## src/rtl/spart_pkg.sv

```systemverilog
// Shared SPART definitions: parity mode codes, transmitter state type and
// the parity helper used when a word is popped for transmission.
package spart_pkg;

  localparam int unsigned PAR_NONE = 0;
  localparam int unsigned PAR_EVEN = 1;
  localparam int unsigned PAR_ODD  = 2;

  typedef enum logic [2:0] {
    IDLE,
    START,
    DATA,
    PARITY,
    STOP
  } tx_state_e;

  // Parity over the low 'width' bits; odd parity is the inverted XOR.
  function automatic logic parity_bit(input logic [8:0] data,
                                      input int unsigned width,
                                      input int unsigned mode);
    logic [8:0] mask;
    mask = 9'((32'd1 << width) - 32'd1);
    return (^(data & mask)) ^ (mode == PAR_ODD);
  endfunction

endpackage

```

## src/rtl/spart_sync_fifo.sv

```systemverilog
// Single-clock FIFO with registered pointers and occupancy count; the count
// is what tells full from empty when the pointers coincide.
module spart_sync_fifo #(
  parameter int unsigned WIDTH = 8,
  parameter int unsigned DEPTH = 4
) (
  input  logic                     clk,
  input  logic                     rst_n,
  input  logic                     push,
  input  logic [WIDTH-1:0]         push_data,
  input  logic                     pop,
  output logic [WIDTH-1:0]         pop_data,
  output logic                     full,
  output logic                     empty,
  output logic [$clog2(DEPTH):0]   count
);

  localparam int unsigned AW = $clog2(DEPTH);
  localparam logic [AW:0] FULL_CNT = DEPTH[AW:0];

  logic [WIDTH-1:0] mem [DEPTH];
  logic [AW-1:0]    wr_ptr;
  logic [AW-1:0]    rd_ptr;
  logic [AW:0]      cnt;
  logic             do_push;
  logic             do_pop;

  assign full     = (cnt == FULL_CNT);
  assign empty    = (cnt == '0);
  assign count    = cnt;
  assign pop_data = mem[rd_ptr];

  // Fullness and emptiness are judged on the pre-cycle count.
  assign do_push = push && !full;
  assign do_pop  = pop && !empty;

  always_ff @(posedge clk or negedge rst_n) begin
    if (!rst_n) begin
      wr_ptr <= '0;
      rd_ptr <= '0;
      cnt    <= '0;
    end else begin
      if (do_push) wr_ptr <= wr_ptr + 1'b1;
      if (do_pop)  rd_ptr <= rd_ptr + 1'b1;
      case ({do_push, do_pop})
        2'b10:   cnt <= cnt + 1'b1;
        2'b01:   cnt <= cnt - 1'b1;
        default: cnt <= cnt;
      endcase
    end
  end

  always_ff @(posedge clk) begin
    if (do_push) mem[wr_ptr] <= push_data;
  end

endmodule

```

## src/rtl/spart_tx_param.sv

```systemverilog
// SPART transmitter: FIFO-buffered writes serialised LSB-first as UART frames,
// one bit per baud tick, with back-to-back frames and sticky overrun.
module spart_tx_param
  import spart_pkg::*;
#(
  parameter int unsigned DATA_BITS   = 8,
  parameter int unsigned PARITY_MODE = 0,
  parameter int unsigned STOP_BITS   = 1,
  parameter int unsigned FIFO_DEPTH  = 4
) (
  input  logic                          clk,
  input  logic                          rst_n,
  input  logic                          tx_enable,
  input  logic                          write,
  input  logic [DATA_BITS-1:0]          tx_in,
  input  logic                          clr_overrun,
  output logic                          txd,
  output logic                          tbr,
  output logic                          busy,
  output logic [$clog2(FIFO_DEPTH):0]   fifo_count,
  output logic                          overrun
);

  localparam logic [3:0] BIT_LAST  = 4'(DATA_BITS);
  localparam logic [1:0] STOP_LAST = 2'(STOP_BITS);
  localparam bit         PAR_ON    = (PARITY_MODE != PAR_NONE);

  tx_state_e             state;
  logic [DATA_BITS-1:0]  shreg;
  logic                  par_bit;
  logic [3:0]            bit_cnt;
  logic [1:0]            stop_cnt;
  logic                  fifo_full;
  logic                  fifo_empty;
  logic [DATA_BITS-1:0]  head;
  logic                  frame_done;
  logic                  pop;

  spart_sync_fifo #(
    .WIDTH (DATA_BITS),
    .DEPTH (FIFO_DEPTH)
  ) u_fifo (
    .clk       (clk),
    .rst_n     (rst_n),
    .push      (write),
    .push_data (tx_in),
    .pop       (pop),
    .pop_data  (head),
    .full      (fifo_full),
    .empty     (fifo_empty),
    .count     (fifo_count)
  );

  assign tbr  = !fifo_full;
  assign busy = (state != IDLE);

  // A pop happens exactly where the FSM loads a new frame: from IDLE or
  // from the last stop bit, so a waiting word starts with no idle gap.
  assign frame_done = (state == STOP) && (stop_cnt == STOP_LAST);
  assign pop        = tx_enable && !fifo_empty && ((state == IDLE) || frame_done);

  always_ff @(posedge clk or negedge rst_n) begin
    if (!rst_n) begin
      state    <= IDLE;
      txd      <= 1'b1;
      shreg    <= '0;
      par_bit  <= 1'b0;
      bit_cnt  <= '0;
      stop_cnt <= '0;
    end else if (tx_enable) begin
      case (state)
        IDLE: begin
          if (!fifo_empty) begin
            shreg   <= head;
            par_bit <= parity_bit(9'(head), DATA_BITS, PARITY_MODE);
            txd     <= 1'b0;
            state   <= START;
          end else begin
            txd <= 1'b1;
          end
        end
        START: begin
          txd     <= shreg[0];
          shreg   <= shreg >> 1;
          bit_cnt <= 4'd1;
          state   <= DATA;
        end
        DATA: begin
          if (bit_cnt < BIT_LAST) begin
            txd     <= shreg[0];
            shreg   <= shreg >> 1;
            bit_cnt <= bit_cnt + 4'd1;
          end else if (PAR_ON) begin
            txd   <= par_bit;
            state <= PARITY;
          end else begin
            txd      <= 1'b1;
            stop_cnt <= 2'd1;
            state    <= STOP;
          end
        end
        PARITY: begin
          txd      <= 1'b1;
          stop_cnt <= 2'd1;
          state    <= STOP;
        end
        STOP: begin
          if (stop_cnt < STOP_LAST) begin
            stop_cnt <= stop_cnt + 2'd1;
          end else if (!fifo_empty) begin
            shreg   <= head;
            par_bit <= parity_bit(9'(head), DATA_BITS, PARITY_MODE);
            txd     <= 1'b0;
            state   <= START;
          end else begin
            txd   <= 1'b1;
            state <= IDLE;
          end
        end
        default: begin
          txd   <= 1'b1;
          state <= IDLE;
        end
      endcase
    end
  end

  // A write refused because the FIFO is full outranks a same-cycle clear.
  always_ff @(posedge clk or negedge rst_n) begin
    if (!rst_n) begin
      overrun <= 1'b0;
    end else if (write && fifo_full) begin
      overrun <= 1'b1;
    end else if (clr_overrun) begin
      overrun <= 1'b0;
    end
  end

endmodule

```

## config.mk

```make
export PLATFORM = sky130hd
export DESIGN_NAME = spart_tx_param
export DESIGN_NICKNAME = d
export VERILOG_FILES = /design/src/rtl/spart_pkg.sv /design/src/rtl/spart_sync_fifo.sv /design/src/rtl/spart_tx_param.sv
export SDC_FILE = /design/constraint.sdc
export NUM_CORES = 1
export LEC_CHECK = 0
export ABC_CLOCK_PERIOD_IN_PS = 2940
export BUFFER_PORTS_ARGS = -buffer_cell sky130_fd_sc_hd__buf_4
export CAP_MARGIN = 10
export CELL_PAD_IN_SITES_DETAIL_PLACEMENT = 0
export CELL_PAD_IN_SITES_GLOBAL_PLACEMENT = 1
export CORE_MARGIN = 3
export CORE_UTILIZATION = 49
export CTS_CLUSTER_SIZE = 24
export DETAILED_ROUTE_END_ITERATION = 8
export HOLD_SLACK_MARGIN = 0.05
export PLACE_DENSITY_LB_ADDON = 0.12
export REMOVE_ABC_BUFFERS = 1
export SYNTH_ARGS = -nofsm -noshare
export SYNTH_HDL_FRONTEND = slang
export SYNTH_HIERARCHICAL = 1
export SYNTH_SLANG_ARGS = --single-unit
```

## constraint.sdc

```tcl
create_clock -name clk -period 2.94 [get_ports clk]
set_input_delay 0.147 -clock clk [delete_from_list [all_inputs] [get_ports clk]]
set_output_delay 0.147 -clock clk [all_outputs]
set_load 0.02 [all_outputs]
```

==> results.json <==
{
  "cts_resized": 0,
  "grt_pass1_vias": 1665,
  "synthDistinctLibCells": 43,
  "yosysSeqAreaShare_pct": 61.15,
  "slew_viol_final": 0,
  "crit_buf_inv": 3,
  "dp_slack_ns": 0.6326,
  "ys_async_sr_fraction_pct": 44.83,
  "dp_hpwl_um": 3304,
  "synth_edf_count": 32,
  "worstMarginPinSlew_ns": 0.5908,
  "synth_top_cell_area_share_pct": 36.43,
  "syn_to_final_growth_pct": 19.40,
  "power_density_mw_per_mm2": 1053,
  "ir_drop_v": 0.0005840,
  "design.portCount": 20,
  "grt_max_degree": 27,
  "crit_arrival_ns": 2.57,
  "placementRows": 26,
  "setup-tns-final_ns": 0,
  "finalHoldViolCount": 0,
  "layoutNonFillerInstCount": 300,
  "grtUsageMet2_pct": 27.27,
  "use_met3_pct": 3.175,
  "dieArea_mm2": 0.006299,
  "cts.sinks": 58,
  "cts_tree": "yes",
  "place_congestion": 0.8089,
  "tritoncts.num_buffers": 9,
  "path_delay_family": "adder cells",
  "power.switching_w": 0.001133,
  "clk_latency_ns": 0.32,
  "grt_overflow": 0,
  "crit_slowest_cell": "dfrtp_1",
  "yosys.area.top_type": "edfxtp_1",
  "root_buffer": "clkbuf_8",
  "clk_pin_slew_worst_paths_ns": 0.06,
  "min_from": "tx_enable",
  "grt_first_pass_wirelength_um": 8252,
  "wirelength_um": 4747,
  "grt_antenna_before_repair": 0,
  "die_h_um": 79.37,
  "netlist_area_mm2": 0.002638,
  "fin_util_pct": 60.89,
  "num-nets-final": 247,
  "end_kind": "flop",
  "crit_chain": "nor3_1 > buf_4 > inv_1 > o2111a_1 > o31a_2 > ha_1 > inv_1 > fa_1 > xor2_1 > nor2_1 > xor2_1",
  "portBuffers": 19,
  "drc": 0,
  "die_x_um": 79.37,
  "max_stage_delay_ns": 0.49,
  "htreeDepth": 3,
  "use_met1_pct": 24.18,
  "synth_cells": 191,
  "power_frac_seq_pct": 41.2,
  "criticalPathCategory": "flop to flop",
  "required_ns": 3.18,
  "multi_input_area_um2": 912.1,
  "clk_path_buf_depth": 2,
  "rr_startpoint": "u_fifo/count[0]",
  "crit_fanout": 6,
  "whs_path_depth": 2,
  "synth.most_common_cell": "edfxtp_1",
  "fill_cells": 398,
  "status": "completed",
  "start_util_pct": 50.99,
  "cp-start-kind": "flop",
  "fin_skew_ns": 0.006393,
  "place_inst": 273,
  "grt_usage_pct": 17.68,
  "ys.flop_type": "edfxtp_1",
  "p_leak_nw": 1.250,
  "ys_warn_count": 6,
  "fmax_mhz": 429.9,
  "rsz0062_at_grt": "no",
  "avgSynthCellArea_um2": 13.81,
  "setup_viol": 0,
  "regArea_mm2": 0.001613,
  "drt_pass1_iterations": 4,
  "ant_nets": 0,
  "drive_gt1_share_pct": 22.61,
  "coreArea_mm2": 0.005172,
  "hp-class": "input pin to flop",
  "clock_power_share_pct": 23.4,
  "n_antenna_cell": 0,
  "finalCritPeriodShare_pct": 79.12,
  "ys_seq_elements": 58,
  "cp-startpoint": "u_fifo/count[0]",
  "first_iter_violations": 93,
  "cp_num_cells": 11,
  "wl_per_cell_um": 15.82,
  "drv_cap": 0,
  "top_usage_layer": "met2",
  "post-route-min-period_ns": 2.326,
  "reg2regPathDepth": 11,
  "pwr-share-comb_pct": 35.3,
  "setup_ws_ns": 0.6138,
  "via_per_inst": 5.350,
  "slew_headroom_pct": 60.61,
  "vias": 1605,
  "power.internal_w": 0.002184,
  "swShare_pct": 34.16,
  "ys_top_cells_by_area": "edfxtp_1 36%, dfrtp_1 24%, mux4_2 6.8%",
  "ys_top_cells_by_count": "32 x edfxtp_1, 25 x dfrtp_1, 16 x inv_1"
}
-- stage by stage --
step                cell area, um2  total power (W)  hold WS, ns
floorplan                     2585         0.002185      -0.1486
global placement              2830         0.002507      0.07742
detailed placement            2830         0.002547      0.08307
CTS                           3149         0.003345      0.08422
global route                  3149         0.003564       0.1020
finish                        3149         0.003317       0.1001
-- power groups by stage --
| stage | logic (W) | clock network, W | registers, W |
|---|---|---|---|
| after floorplan | 0.000827 | 0 | 0.00136 |
| after global routing | 0.00132 | 0.000839 | 0.00141 |
| after CTS | 0.00118 | 0.000789 | 0.00137 |
| final | 0.00117 | 0.000778 | 0.00137 |
| after global placement | 0.00114 | 0 | 0.00137 |
| after detailed placement | 0.00116 | 0 | 0.00139 |
-- final cells by class --
class	count	share of cell area (%)
Multi-Input combinational cell	108	28.96
Clock buffer	10	4.052
Sequential cell	58	51.21
Clock inverter	6	2.582
Tap cell	70	2.781
Timing Repair Buffer	32	8.502
Inverter	16	1.907
-- cells by family after synthesis --
logic type,synth area share (%)
flops,61.15
xor+xnor,2.325
simple gates,7.685
mux,8.159
buf+inv,4.269
fa+ha+maj,4.554
compound gates,11.86
-- cells in the final DEF (no fill, tap or decap), drive strengths merged, types with 3 or more instances in the layout --
master       count
edfxtp          32
dfrtp           25
buf             21
inv             16
o21ai           14
dlygate4sd3     11
clkbuf          10
nor2             8
nand2            8
o22ai            8
ha               8
mux4             8
a2bb2oi          7
a21oi            6
xnor2            4
and2             4
clkinv           4
xor2             3
nor2b            3
-- worst paths after layout --
path	slack, ns	endpoint
max	0.61	u_fifo/count[2]
max reg2reg	0.61	u_fifo/count[2]
min reg2reg	0.53	txd
max in group asynchronous	2.36	txd
min	0.10	state[0]
min in group asynchronous	0.27	shreg[3]
-- flip-flops by register name (all words and copies together) (netlist names) --
register / flops
stop_cnt: 2
u_fifo/rd_ptr: 2
u_fifo/wr_ptr: 2
state: 3
shreg: 8
overrun: 1
u_fifo/mem: 32
bit_cnt: 4
txd: 1
u_fifo/count: 3
-- metal layers --
layer	up-vias	wire length, um
met5	-	0
met2	34	2310
met4	0	72
met3	7	158
met1	786	2206
li1	778	-
-- timing repair --
action,CTS,global route
hold endpoints to repair,59,0
setup endpoints to repair,0,0
hold buffers,11,0
buffers inserted,0,0
(Power assumes the default switching activity.)
